`config.mk`:
```
export PLATFORM = sky130hd
export DESIGN_NAME = player_frame_rx_flat
export DESIGN_NICKNAME = d
export VERILOG_FILES = /design/src/rtl/uart_frame_pkg.sv /design/src/rtl/player_frame_rx_if.sv /design/src/rtl/frame_timer.sv /design/src/rtl/player_frame_rx.sv /design/src/flat_wrapper.sv
export SDC_FILE = /design/constraint.sdc
export NUM_CORES = 1
export LEC_CHECK = 0
export ABC_CLOCK_PERIOD_IN_PS = 3700
export BUFFER_PORTS_ARGS = -buffer_cell sky130_fd_sc_hd__buf_2
export CORE_MARGIN = 10
export CORE_UTILIZATION = 35
export DETAILED_ROUTE_END_ITERATION = 10
export SYNTH_ARGS = -nofsm -noshare
export SYNTH_HDL_FRONTEND = slang
export SYNTH_SLANG_ARGS = --single-unit
```
`constraint.sdc`:
```
create_clock -name clk -period 3.7 [get_ports clk]
set_input_delay 0.555 -clock clk [delete_from_list [all_inputs] [get_ports clk]]
set_output_delay 0.555 -clock clk [all_outputs]
set_load 0.01 [all_outputs]
```
`src/rtl/uart_frame_pkg.sv`:
```
// Shared definitions for the player position frame receiver.
// Sync byte, frame FSM states and coordinate width.
package uart_frame_pkg;

  localparam logic [7:0] SYNC_BYTE = 8'hA5;
  localparam int         COORD_W   = 12;

  typedef enum logic [2:0] {
    S_IDLE,
    S_X_HI,
    S_X_LO,
    S_Y_HI,
    S_Y_LO,
    S_FLG,
    S_CHK
  } frame_state_e;

endpackage

```
`src/rtl/player_frame_rx_if.sv`:
```
// Byte stream from the UART receive path into the frame receiver.
// The master drives bytes; the slave consumes them.
interface player_frame_rx_if;

  logic [7:0] rx_data;
  logic       rx_valid;

  modport master (output rx_data, output rx_valid);
  modport slave  (input  rx_data, input  rx_valid);

endinterface

```
`src/rtl/frame_timer.sv`:
```
// Inter-byte timeout and link-alive counters for the frame receiver.
// The link counter presets to its limit so the link starts down.
module frame_timer #(
  parameter int BYTE_TIMEOUT = 20000,
  parameter int LINK_TIMEOUT = 10000000
) (
  input  logic clk,
  input  logic rst,
  input  logic busy,
  input  logic byte_seen,
  input  logic good_frame,
  output logic byte_to,
  output logic link_up
);

  localparam int BW = $clog2(BYTE_TIMEOUT + 1);
  localparam int LW = $clog2(LINK_TIMEOUT + 1);
  localparam logic [BW-1:0] BMAX = BW'(BYTE_TIMEOUT);
  localparam logic [LW-1:0] LMAX = LW'(LINK_TIMEOUT);

  logic [BW-1:0] byte_cnt_q, byte_cnt_d;
  logic [LW-1:0] link_cnt_q, link_cnt_d;

  always_comb begin
    byte_cnt_d = byte_cnt_q;
    if (byte_seen || !busy) begin
      byte_cnt_d = '0;
    end else if (byte_cnt_q != BMAX) begin
      byte_cnt_d = byte_cnt_q + BW'(1);
    end
    link_cnt_d = link_cnt_q;
    if (good_frame) begin
      link_cnt_d = '0;
    end else if (link_cnt_q != LMAX) begin
      link_cnt_d = link_cnt_q + LW'(1);
    end
  end

  always_ff @(posedge clk) begin
    if (rst) begin
      byte_cnt_q <= '0;
      link_cnt_q <= LMAX;
    end else begin
      byte_cnt_q <= byte_cnt_d;
      link_cnt_q <= link_cnt_d;
    end
  end

  assign byte_to = busy && (byte_cnt_q == BMAX);
  assign link_up = (link_cnt_q < LMAX);

endmodule

```
`src/rtl/player_frame_rx.sv`:
```
// Receives 7-byte player frames, checks range and XOR checksum,
// and commits position/flags atomically on a good frame.
module player_frame_rx
  import uart_frame_pkg::*;
#(
  parameter int BYTE_TIMEOUT = 20000,
  parameter int LINK_TIMEOUT = 10000000
) (
  input  logic               clk,
  input  logic               rst,
  player_frame_rx_if.slave   rx,
  output logic [COORD_W-1:0] pos_x,
  output logic [COORD_W-1:0] pos_y,
  output logic [7:0]         flags,
  output logic               frame_valid,
  output logic               frame_err,
  output logic               link_up
);

  frame_state_e state_q, state_d;
  logic [7:0] xor_q, xor_d;
  logic [COORD_W-1:0] x_q, x_d, y_q, y_d;
  logic [7:0] flg_q, flg_d;
  logic rng_q, rng_d;
  logic [COORD_W-1:0] pos_x_q, pos_x_d, pos_y_q, pos_y_d;
  logic [7:0] flags_q, flags_d;
  logic fv_q, fv_d, fe_q, fe_d;
  logic byte_to;

  frame_timer #(
    .BYTE_TIMEOUT(BYTE_TIMEOUT),
    .LINK_TIMEOUT(LINK_TIMEOUT)
  ) u_timer (
    .clk       (clk),
    .rst       (rst),
    .busy      (state_q != S_IDLE),
    .byte_seen (rx.rx_valid),
    .good_frame(fv_q),
    .byte_to   (byte_to),
    .link_up   (link_up)
  );

  always_comb begin
    state_d = state_q;
    xor_d   = xor_q;
    x_d     = x_q;
    y_d     = y_q;
    flg_d   = flg_q;
    rng_d   = rng_q;
    pos_x_d = pos_x_q;
    pos_y_d = pos_y_q;
    flags_d = flags_q;
    fv_d    = 1'b0;
    fe_d    = 1'b0;
    // An arriving byte takes priority over a coincident timeout
    if (rx.rx_valid) begin
      unique case (state_q)
        S_IDLE: begin
          if (rx.rx_data == SYNC_BYTE) begin
            state_d = S_X_HI;
            xor_d   = '0;
            rng_d   = 1'b0;
          end
        end
        S_X_HI: begin
          x_d[COORD_W-1:8] = rx.rx_data[3:0];
          rng_d   = rng_q | (|rx.rx_data[7:4]);
          xor_d   = xor_q ^ rx.rx_data;
          state_d = S_X_LO;
        end
        S_X_LO: begin
          x_d[7:0] = rx.rx_data;
          xor_d    = xor_q ^ rx.rx_data;
          state_d  = S_Y_HI;
        end
        S_Y_HI: begin
          y_d[COORD_W-1:8] = rx.rx_data[3:0];
          rng_d   = rng_q | (|rx.rx_data[7:4]);
          xor_d   = xor_q ^ rx.rx_data;
          state_d = S_Y_LO;
        end
        S_Y_LO: begin
          y_d[7:0] = rx.rx_data;
          xor_d    = xor_q ^ rx.rx_data;
          state_d  = S_FLG;
        end
        S_FLG: begin
          flg_d   = rx.rx_data;
          xor_d   = xor_q ^ rx.rx_data;
          state_d = S_CHK;
        end
        S_CHK: begin
          state_d = S_IDLE;
          if (xor_q == rx.rx_data && !rng_q) begin
            pos_x_d = x_q;
            pos_y_d = y_q;
            flags_d = flg_q;
            fv_d    = 1'b1;
          end else begin
            fe_d = 1'b1;
          end
        end
        default: state_d = S_IDLE;
      endcase
    end else if (byte_to) begin
      state_d = S_IDLE;
      fe_d    = 1'b1;
      xor_d   = '0;
      rng_d   = 1'b0;
      x_d     = '0;
      y_d     = '0;
      flg_d   = '0;
    end
  end

  always_ff @(posedge clk) begin
    if (rst) begin
      state_q <= S_IDLE;
      xor_q   <= '0;
      x_q     <= '0;
      y_q     <= '0;
      flg_q   <= '0;
      rng_q   <= 1'b0;
      pos_x_q <= '0;
      pos_y_q <= '0;
      flags_q <= '0;
      fv_q    <= 1'b0;
      fe_q    <= 1'b0;
    end else begin
      state_q <= state_d;
      xor_q   <= xor_d;
      x_q     <= x_d;
      y_q     <= y_d;
      flg_q   <= flg_d;
      rng_q   <= rng_d;
      pos_x_q <= pos_x_d;
      pos_y_q <= pos_y_d;
      flags_q <= flags_d;
      fv_q    <= fv_d;
      fe_q    <= fe_d;
    end
  end

  assign pos_x       = pos_x_q;
  assign pos_y       = pos_y_q;
  assign flags       = flags_q;
  assign frame_valid = fv_q;
  assign frame_err   = fe_q;

endmodule

```
`src/flat_wrapper.sv`:
```
// flat-port wrapper written by rule: the top's interface ports become plain ports
module player_frame_rx_flat import uart_frame_pkg::*;
#(
  parameter int BYTE_TIMEOUT = 20000,
  parameter int LINK_TIMEOUT = 10000000
)
  (clk, rst, pos_x, pos_y, flags, frame_valid, frame_err, link_up, rx_rx_data, rx_rx_valid);
  player_frame_rx_if rx_i ();
  input  logic clk;
  input  logic rst;
  output logic [COORD_W-1:0] pos_x;
  output logic [COORD_W-1:0] pos_y;
  output logic [7:0] flags;
  output logic frame_valid;
  output logic frame_err;
  output logic link_up;
  input wire logic [$bits(rx_i.rx_data)-1:0] rx_rx_data;
  input wire logic [$bits(rx_i.rx_valid)-1:0] rx_rx_valid;
  assign rx_i.rx_data = rx_rx_data;
  assign rx_i.rx_valid = rx_rx_valid;
  player_frame_rx #(.BYTE_TIMEOUT(BYTE_TIMEOUT), .LINK_TIMEOUT(LINK_TIMEOUT)) u_core (.clk(clk), .rst(rst), .rx(rx_i), .pos_x(pos_x), .pos_y(pos_y), .flags(flags), .frame_valid(frame_valid), .frame_err(frame_err), .link_up(link_up));
endmodule
```
# After elaboration in Yosys (flattened, before gate mapping)
# Cells that the tools add are included.
[word_totals] ff_bits=117 latchBits=0 ramBits=0 rom_bits=0 wordCells=94 n_memories=0
[op_classes] add_sub_neg=2 mul=0 div_mod_pow=0 magnitude_cmp=1 eq_ne=19 shifts=0 mux=28 bitwise_logic=4 n_reduce_logical=24
[ops] operator="$mux W8" n=7
[ops] operator="$mux W24" n=2
[ops] operator="$mux W12" n=3
[ops] operator="$add A24 B1 Y24 const B" n=1
[ops] operator="$lt A24 B24 Y1 const B" n=1
[ops] operator="$ne A24 B24 Y1 const B" n=1
[ops] operator="$pmux W3 S6" n=1
[ops] operator="$pmux W8 S2" n=1
[ops] operator="$add A15 B1 Y15 const B" n=1
[ops] operator="$eq A15 B15 Y1 const B" n=1
[ops] operator="$ne A15 B15 Y1 const B" n=1
[ops] operator="$reduce_and A2 Y1" n=6
[ops] operator="$ne A2 B1 Y1 const B" n=5
[ops] operator="$eq A3 B3 Y1 const B" n=3
[ops] operator="$mux W3" n=3
[ops] operator="$ne A3 B2 Y1 const B" n=3
[ops] operator="$reduce_and A3 Y1" n=3
[ops] operator="$eq A8 B8 Y1" n=1
[ops] operator="$eq A8 B8 Y1 const B" n=1
[ops] operator="$mux W1" n=8
[ops] operator="$mux W4" n=2
[ops] operator="$xor A8 B8 Y8" n=1
[ops] operator="$eq A3 B2 Y1 const B" n=2
[ops] operator="$reduce_or A2 Y1" n=3
[ops] operator="other kinds (13)" n=17

# Depth between registers and ports, before layout
[logic_depth] word_depth=5 depth_mapped=7 mapped_depth_nobuf=6

# By module
# Synthesis repeated with hierarchy kept, for this count alone.
[unflattened] hier_cells=660 hier_area_um2=5609.1
[by_module_without_submodules] mod="player_frame_rx" n_inst=1 cells_each=414 area_each_um2=3602.2 seq_area_each_um2=1561.5
[by_module_without_submodules] mod="frame_timer" n_inst=1 cells_each=246 area_each_um2=2006.9 seq_area_each_um2=780.7

# Least setup slack after synthesis
# OpenSTA, ideal clock, no wires.
[synth_path] kind="input to register" start="input rx_rx_valid" end="register u_core.flags_q[0] (netlist: u_core.flags[0])" setup_ns=0.072 t_arrival_ns=1.767 required_ns=3.628 slack_ns=1.862 cell_stages=7 path_buffers=3 cell_sequence="buf_2 -> nand4b_1 -> nor4_1 -> and4b_1 -> buf_4 -> buf_6 -> mux2i_1"
[synth_between] elab_chain_len=1
[synth_rtl] item="start: declaration" line="flat_wrapper.sv:18" source="input wire logic [$bits(rx_i.rx_valid)-1:0] rx_rx_valid;"
[synth_rtl] item="$reduce_and A3 Y1 (no source line)"
[synth_rtl] item="end signal: assignment" line="player_frame_rx.sv:138" source="flags_q <= flags_d;"
[synth_rtl] item="end: declaration" line="player_frame_rx.sv:26" source="logic [7:0] flags_q, flags_d;"
# Every way passes these cells.
# A chain may end at the register's enable or synchronous reset.

# Final worst setup path
[layout_path] start="input rx_rx_valid" end="register u_core.pos_y_q[11] (netlist: u_core.pos_y[11])"
[layout_between] elab_chain_len=1
[layout_rtl] item="$reduce_and A3 Y1 (no source line)"
[layout_rtl] item="end signal: assignment" line="player_frame_rx.sv:137" source="pos_y_q <= pos_y_d;"
[layout_rtl] item="end: declaration" line="player_frame_rx.sv:25" source="logic [COORD_W-1:0] pos_x_q, pos_x_d, pos_y_q, pos_y_d;"
# Every way passes these cells.

==> impl_metrics.prom <==
# TYPE chip_impl_metric gauge
chip_impl_metric{name="ant_nets",unit=""} 0
chip_impl_metric{name="chipWidth",unit="um"} 148
chip_impl_metric{name="power.density",unit="mW/mm^2"} 435
chip_impl_metric{name="min_period_over_period",unit="%"} 60.1
chip_impl_metric{name="cts_setup_buffers",unit=""} 0
chip_impl_metric{name="switching_share",unit="%"} 21.4
chip_impl_metric{name="detailed_route_vias_per_instance",unit=""} 5.27
chip_impl_metric{name="yosys_warnings",unit=""} 0
chip_impl_metric{name="minimum_period_implied_by_the_final_worst_setup_slack",unit="ns"} 2.22
chip_impl_metric{name="cp_data_required_time",unit="ns"} 4.03
chip_impl_metric{name="total_via_count_after_detailed_routing",unit=""} 4703
chip_impl_metric{name="cts_num_sinks",unit=""} 117
chip_impl_metric{name="dp_hpwl",unit="um"} 9510
chip_impl_info{name="synth_largest_area_cell",value="sky130_fd_sc_hd__dfxtp_1"} 1
chip_impl_metric{name="detail_route.iter0.violations",unit=""} 365
chip_impl_metric{name="wl_met3",unit="um"} 618
chip_impl_metric{name="yosys.area.top_type_share",unit="%"} 41.2
chip_impl_info{name="synth.area.top_cells",value="sky130_fd_sc_hd__dfxtp_1 (41%), sky130_fd_sc_hd__nand2b_1 (7.8%), sky130_fd_sc_hd__mux2i_1 (6.3%)"} 1
chip_impl_metric{name="syn-cell-area",unit="mm^2"} 0.00569
chip_impl_metric{name="hold_viol_final",unit=""} 0
chip_impl_metric{name="totalWireLength",unit="um"} 13600
chip_impl_metric{name="antenna_found_initial",unit=""} 0
chip_impl_metric{name="first_pass_iters",unit=""} 5
chip_impl_metric{name="floorplan.io_pins",unit=""} 46
chip_impl_info{name="tritoncts",value="done"} 1
chip_impl_metric{name="power.sequential.fraction",unit="%"} 45.2
chip_impl_metric{name="clkTransAtPathRegs",unit="ns"} 0.05
chip_impl_metric{name="worst-path-max-fanout",unit=""} 39
chip_impl_metric{name="clock-skew-final",unit="ns"} 0.00824
chip_impl_metric{name="syn-instance-count",unit=""} 651
chip_impl_metric{name="grt_start_max_net_pins",unit=""} 66
chip_impl_metric{name="setup_tns",unit="ns"} 0
chip_impl_metric{name="wl_met1",unit="um"} 6710
chip_impl_metric{name="area.growth.synth_to_final",unit="%"} 14.2
chip_impl_info{name="start_kind",value="input pin"} 1
chip_impl_metric{name="synth_seq_cells",unit=""} 117
chip_impl_metric{name="final_nets",unit=""} 681
chip_impl_metric{name="slew-limit-headroom",unit="%"} 34.9
chip_impl_metric{name="worstSkewPairLatency",unit="ns"} 0.41
chip_impl_metric{name="cts_repair_resize_count",unit=""} 0
chip_impl_metric{name="total_of_buffers_placed_on_input_and_output_ports",unit=""} 45
chip_impl_metric{name="syn_area_per_cell",unit="um^2"} 8.74
chip_impl_metric{name="detailroute.wirelength.met2",unit="um"} 6170
chip_impl_info{name="run_status",value="finished clean"} 1
chip_impl_info{name="criticalPathCategory",value="in2reg"} 1
chip_impl_metric{name="comb_power_share",unit="%"} 4.1
chip_impl_metric{name="worstPathArrival",unit="ns"} 2.55
chip_impl_metric{name="synth_unique_cells",unit=""} 59
chip_impl_info{name="top_layer_used",value="met4"} 1
chip_impl_metric{name="clock_tree.htree_level_count",unit=""} 4
chip_impl_metric{name="synth_sequential_area_ratio",unit="%"} 41.2
chip_impl_metric{name="layout_cells_sized_above_1",unit="%"} 12.9
chip_impl_metric{name="setup_viol_count_final",unit=""} 0
chip_impl_metric{name="die_area",unit="mm^2"} 0.0218
chip_impl_metric{name="worstMarginPinSlew",unit="ns"} 0.968
chip_impl_metric{name="die_h",unit="um"} 148
chip_impl_metric{name="p_switching",unit="uW"} 605
chip_impl_metric{name="pre_cts_slack",unit="ns"} 1.08
chip_impl_info{name="grt_setup_unrepaired",value="no"} 1
chip_impl_metric{name="maximum_vdd_drop",unit="mV"} 0.295
chip_impl_metric{name="drc_errors",unit=""} 0
chip_impl_info{name="critical-path-slowest-cell",value="sky130_fd_sc_hd__buf_2"} 1
chip_impl_metric{name="overflow",unit=""} 0
chip_impl_metric{name="p_int",unit="mW"} 2.22
chip_impl_metric{name="p_leak",unit="nW"} 2.20
chip_impl_metric{name="finalWeightedCongestion",unit=""} 0.829
chip_impl_metric{name="final_routed_wire_length_divided_by_cell_count",unit="um"} 15.3
chip_impl_info{name="critPathCaptureType",value="flip-flop"} 1
chip_impl_info{name="hp-class",value="reg2reg"} 1
chip_impl_metric{name="clock_power_share",unit="%"} 50.7
chip_impl_metric{name="std_cell_core_area",unit="mm^2"} 0.0159
chip_impl_info{name="synth_ff_type",value="sky130_fd_sc_hd__dfxtp_1"} 1
chip_impl_metric{name="clock.fmax",unit="GHz"} 0.450
chip_impl_info{name="cts.root.buffer_cell",value="sky130_fd_sc_hd__clkbuf_16"} 1
chip_impl_metric{name="start_util",unit="%"} 35.8
chip_impl_metric{name="synth-edff-count",unit=""} 0
chip_impl_metric{name="finalPower",unit="mW"} 2.83
chip_impl_metric{name="critical-path-max-stage-delay",unit="ns"} 0.49
chip_impl_metric{name="grt_pass1_vias",unit=""} 4589
chip_impl_metric{name="timing_max_transition_violations_final",unit=""} 0
chip_impl_metric{name="std_cell_rows",unit=""} 46
chip_impl_metric{name="numCtsBuffers",unit=""} 17
chip_impl_metric{name="antenna_cells",unit=""} 0
chip_impl_metric{name="synth.net_count",unit=""} 666
chip_impl_metric{name="globalRouteTotalUtil",unit="%"} 12.6
chip_impl_metric{name="final_critical_path_setup_slack",unit="ns"} 1.48
chip_impl_metric{name="grt_first_pass_wirelength",unit="um"} 22900
chip_impl_metric{name="clock_path_buffers",unit=""} 2
chip_impl_metric{name="drv.max_cap_violation_count",unit=""} 0
chip_impl_info{name="critical_path.cell_chain",value="buf_2 > nand4b_1 > nor4_1 > and4b_2 > buf_4 > mux2i_1"} 1
chip_impl_metric{name="ctsHoldBuffers",unit=""} 0
chip_impl_metric{name="async_reset_ff_share",unit="%"} 0
==> cells in the final DEF, fill, tap and decap left out, types with 3 or more instances in the layout <==
master                      count
sky130_fd_sc_hd__nand3_1       54
sky130_fd_sc_hd__xnor2_1       15
sky130_fd_sc_hd__clkbuf_16     17
sky130_fd_sc_hd__inv_1         19
sky130_fd_sc_hd__mux2i_1       36
sky130_fd_sc_hd__clkbuf_8       4
sky130_fd_sc_hd__dfxtp_1      117
sky130_fd_sc_hd__xor2_1        14
sky130_fd_sc_hd__nand4_1       10
sky130_fd_sc_hd__nor2_1        30
sky130_fd_sc_hd__a221oi_1       8
sky130_fd_sc_hd__a21o_1         5
sky130_fd_sc_hd__a21oi_1       44
sky130_fd_sc_hd__or4_1          3
sky130_fd_sc_hd__and3_1         8
sky130_fd_sc_hd__nor4_1         9
sky130_fd_sc_hd__nor3_1        14
sky130_fd_sc_hd__buf_4          3
sky130_fd_sc_hd__a31oi_1        3
sky130_fd_sc_hd__or3_1         11
sky130_fd_sc_hd__and4_1         5
sky130_fd_sc_hd__ha_1           4
sky130_fd_sc_hd__nor2b_1        5
sky130_fd_sc_hd__clkinv_2       5
sky130_fd_sc_hd__nand2_1       24
sky130_fd_sc_hd__nand2b_1      71
sky130_fd_sc_hd__buf_2         45
sky130_fd_sc_hd__clkbuf_1       4
sky130_fd_sc_hd__o21a_1         8
sky130_fd_sc_hd__o21ai_0        9
sky130_fd_sc_hd__o211ai_1      34
==> final timing paths <==
kind / from / end / slack [ns] / depth (start not counted)
hold reg to reg: u_core.flags[4]$_SDFFE_PP0P_ / u_core.flags[4]$_SDFFE_PP0P_ / 0.47 / 2
setup reg to reg: u_core.u_timer.byte_cnt_q[0]$_SDFFE_PP0P_ / u_core.xor_q[2]$_SDFFE_PP0P_ / 1.53 / 7
setup / recovery: rx_rx_valid / u_core.pos_y[11]$_SDFFE_PP0P_ / 1.48 / 6
hold / removal: u_core.flags[4]$_SDFFE_PP0P_ / u_core.flags[4]$_SDFFE_PP0P_ / 0.47 / 2
==> per-stage QoR <==
stage          cell area [um^2]  hold slack (ns)  std cells  utilization (%)
6_report                   6500            0.471        893             40.9
5_1_grt                    6500            0.493        893             40.9
4_1_cts                    6500            0.476        893             40.9
3_5_place_dp               5980            0.463        863             37.6
3_3_place_gp               5980            0.459        863             37.6
2_1_floorplan              5690            0.452        651                -
==> Yosys cell counts (all sizes together), types with 2 or more instances <==
cell type and number:
a211oi 2, a21o 5, a21oi 44, a221oi 8
a31oi 3, a41o 2, and3 9, and4 6
buf 21, clkbuf 32, dfxtp 117, ha 4
inv 19, mux2i 36, nand2 24, nand2b 71
nand3 55, nand3b 2, nand4 11, nand4b 2
nor2 31, nor2b 5, nor3 14, nor3b 2
nor4 9, nor4b 3, nor4bb 2, o211a 2
o211ai 34, o21a 8, o21ai 9, o22ai 2
o31ai 2, or2 3, or3 11, or4 3
xnor2 15, xor2 14
==> registers in the layout, indices dropped and copies added, names as in the netlist <==
name,count
u_core.xor_q,8
u_core.x_q,12
u_core.flg_q,8
u_core.frame_err,1
u_core.y_q,12
u_core.u_timer.link_cnt_q,24
u_core.pos_x,12
u_core.pos_y,12
u_core.frame_valid,1
u_core.flags,8
u_core.u_timer.byte_cnt_q,15
u_core.state_q,3
u_core.rng_q,1
==> routing by layer <==
metal  vias to the layer above  GRT usage [%]
li1                       2351              -
met1                      2234           16.3
met2                       103           19.9
met3                        15           3.94
met4                         0           3.42
met5                         -              0
==> logic make-up (layout without fill, tap and decap cells) <==
kind of cell | after synthesis | in the layout | synth area share, %
AND/OR/NAND/NOR | 266 | 266 | 26.6
AO/OA/AOI/OAI | 127 | 127 | 14.8
flip-flops | 117 | 117 | 41.2
buffers and inverters | 72 | 98 | 5.72
multiplexers | 36 | 36 | 6.33
XOR/XNOR | 29 | 29 | 4.46
adder cells (fa/ha/maj) | 4 | 4 | 0.880
==> power groups by stage <==
stage / Combinational [mW] / Clock (mW) / Sequential (mW)
CTS: 0.114 / 1.47 / 1.28
finish: 0.115 / 1.44 / 1.28
global route: 0.129 / 1.53 / 1.28
detailed placement: 0.114 / 0 / 1.30
floorplan: 0.0894 / 0 / 1.30
global placement: 0.112 / 0 / 1.30
==> critical path, delay by kind of cell <==
kind,cells,cell delay (ns)
muxes,1,0.24
buffers and inverters,2,0.94
and+or+nand+nor,3,0.79
==> cell type report <==
type / count / area (um^2)
Inverter: 19 / 71.3
Timing Repair Buffer: 49 / 268
Multi-Input combinational cell: 462 / 3020
Tap cell: 216 / 270
Sequential cell: 117 / 2340
Fill cell: 1619 / 9390
Clock inverter: 5 / 25.0
Clock buffer: 25 / 495
No activity file was read; power rests on OpenSTA's default activity.
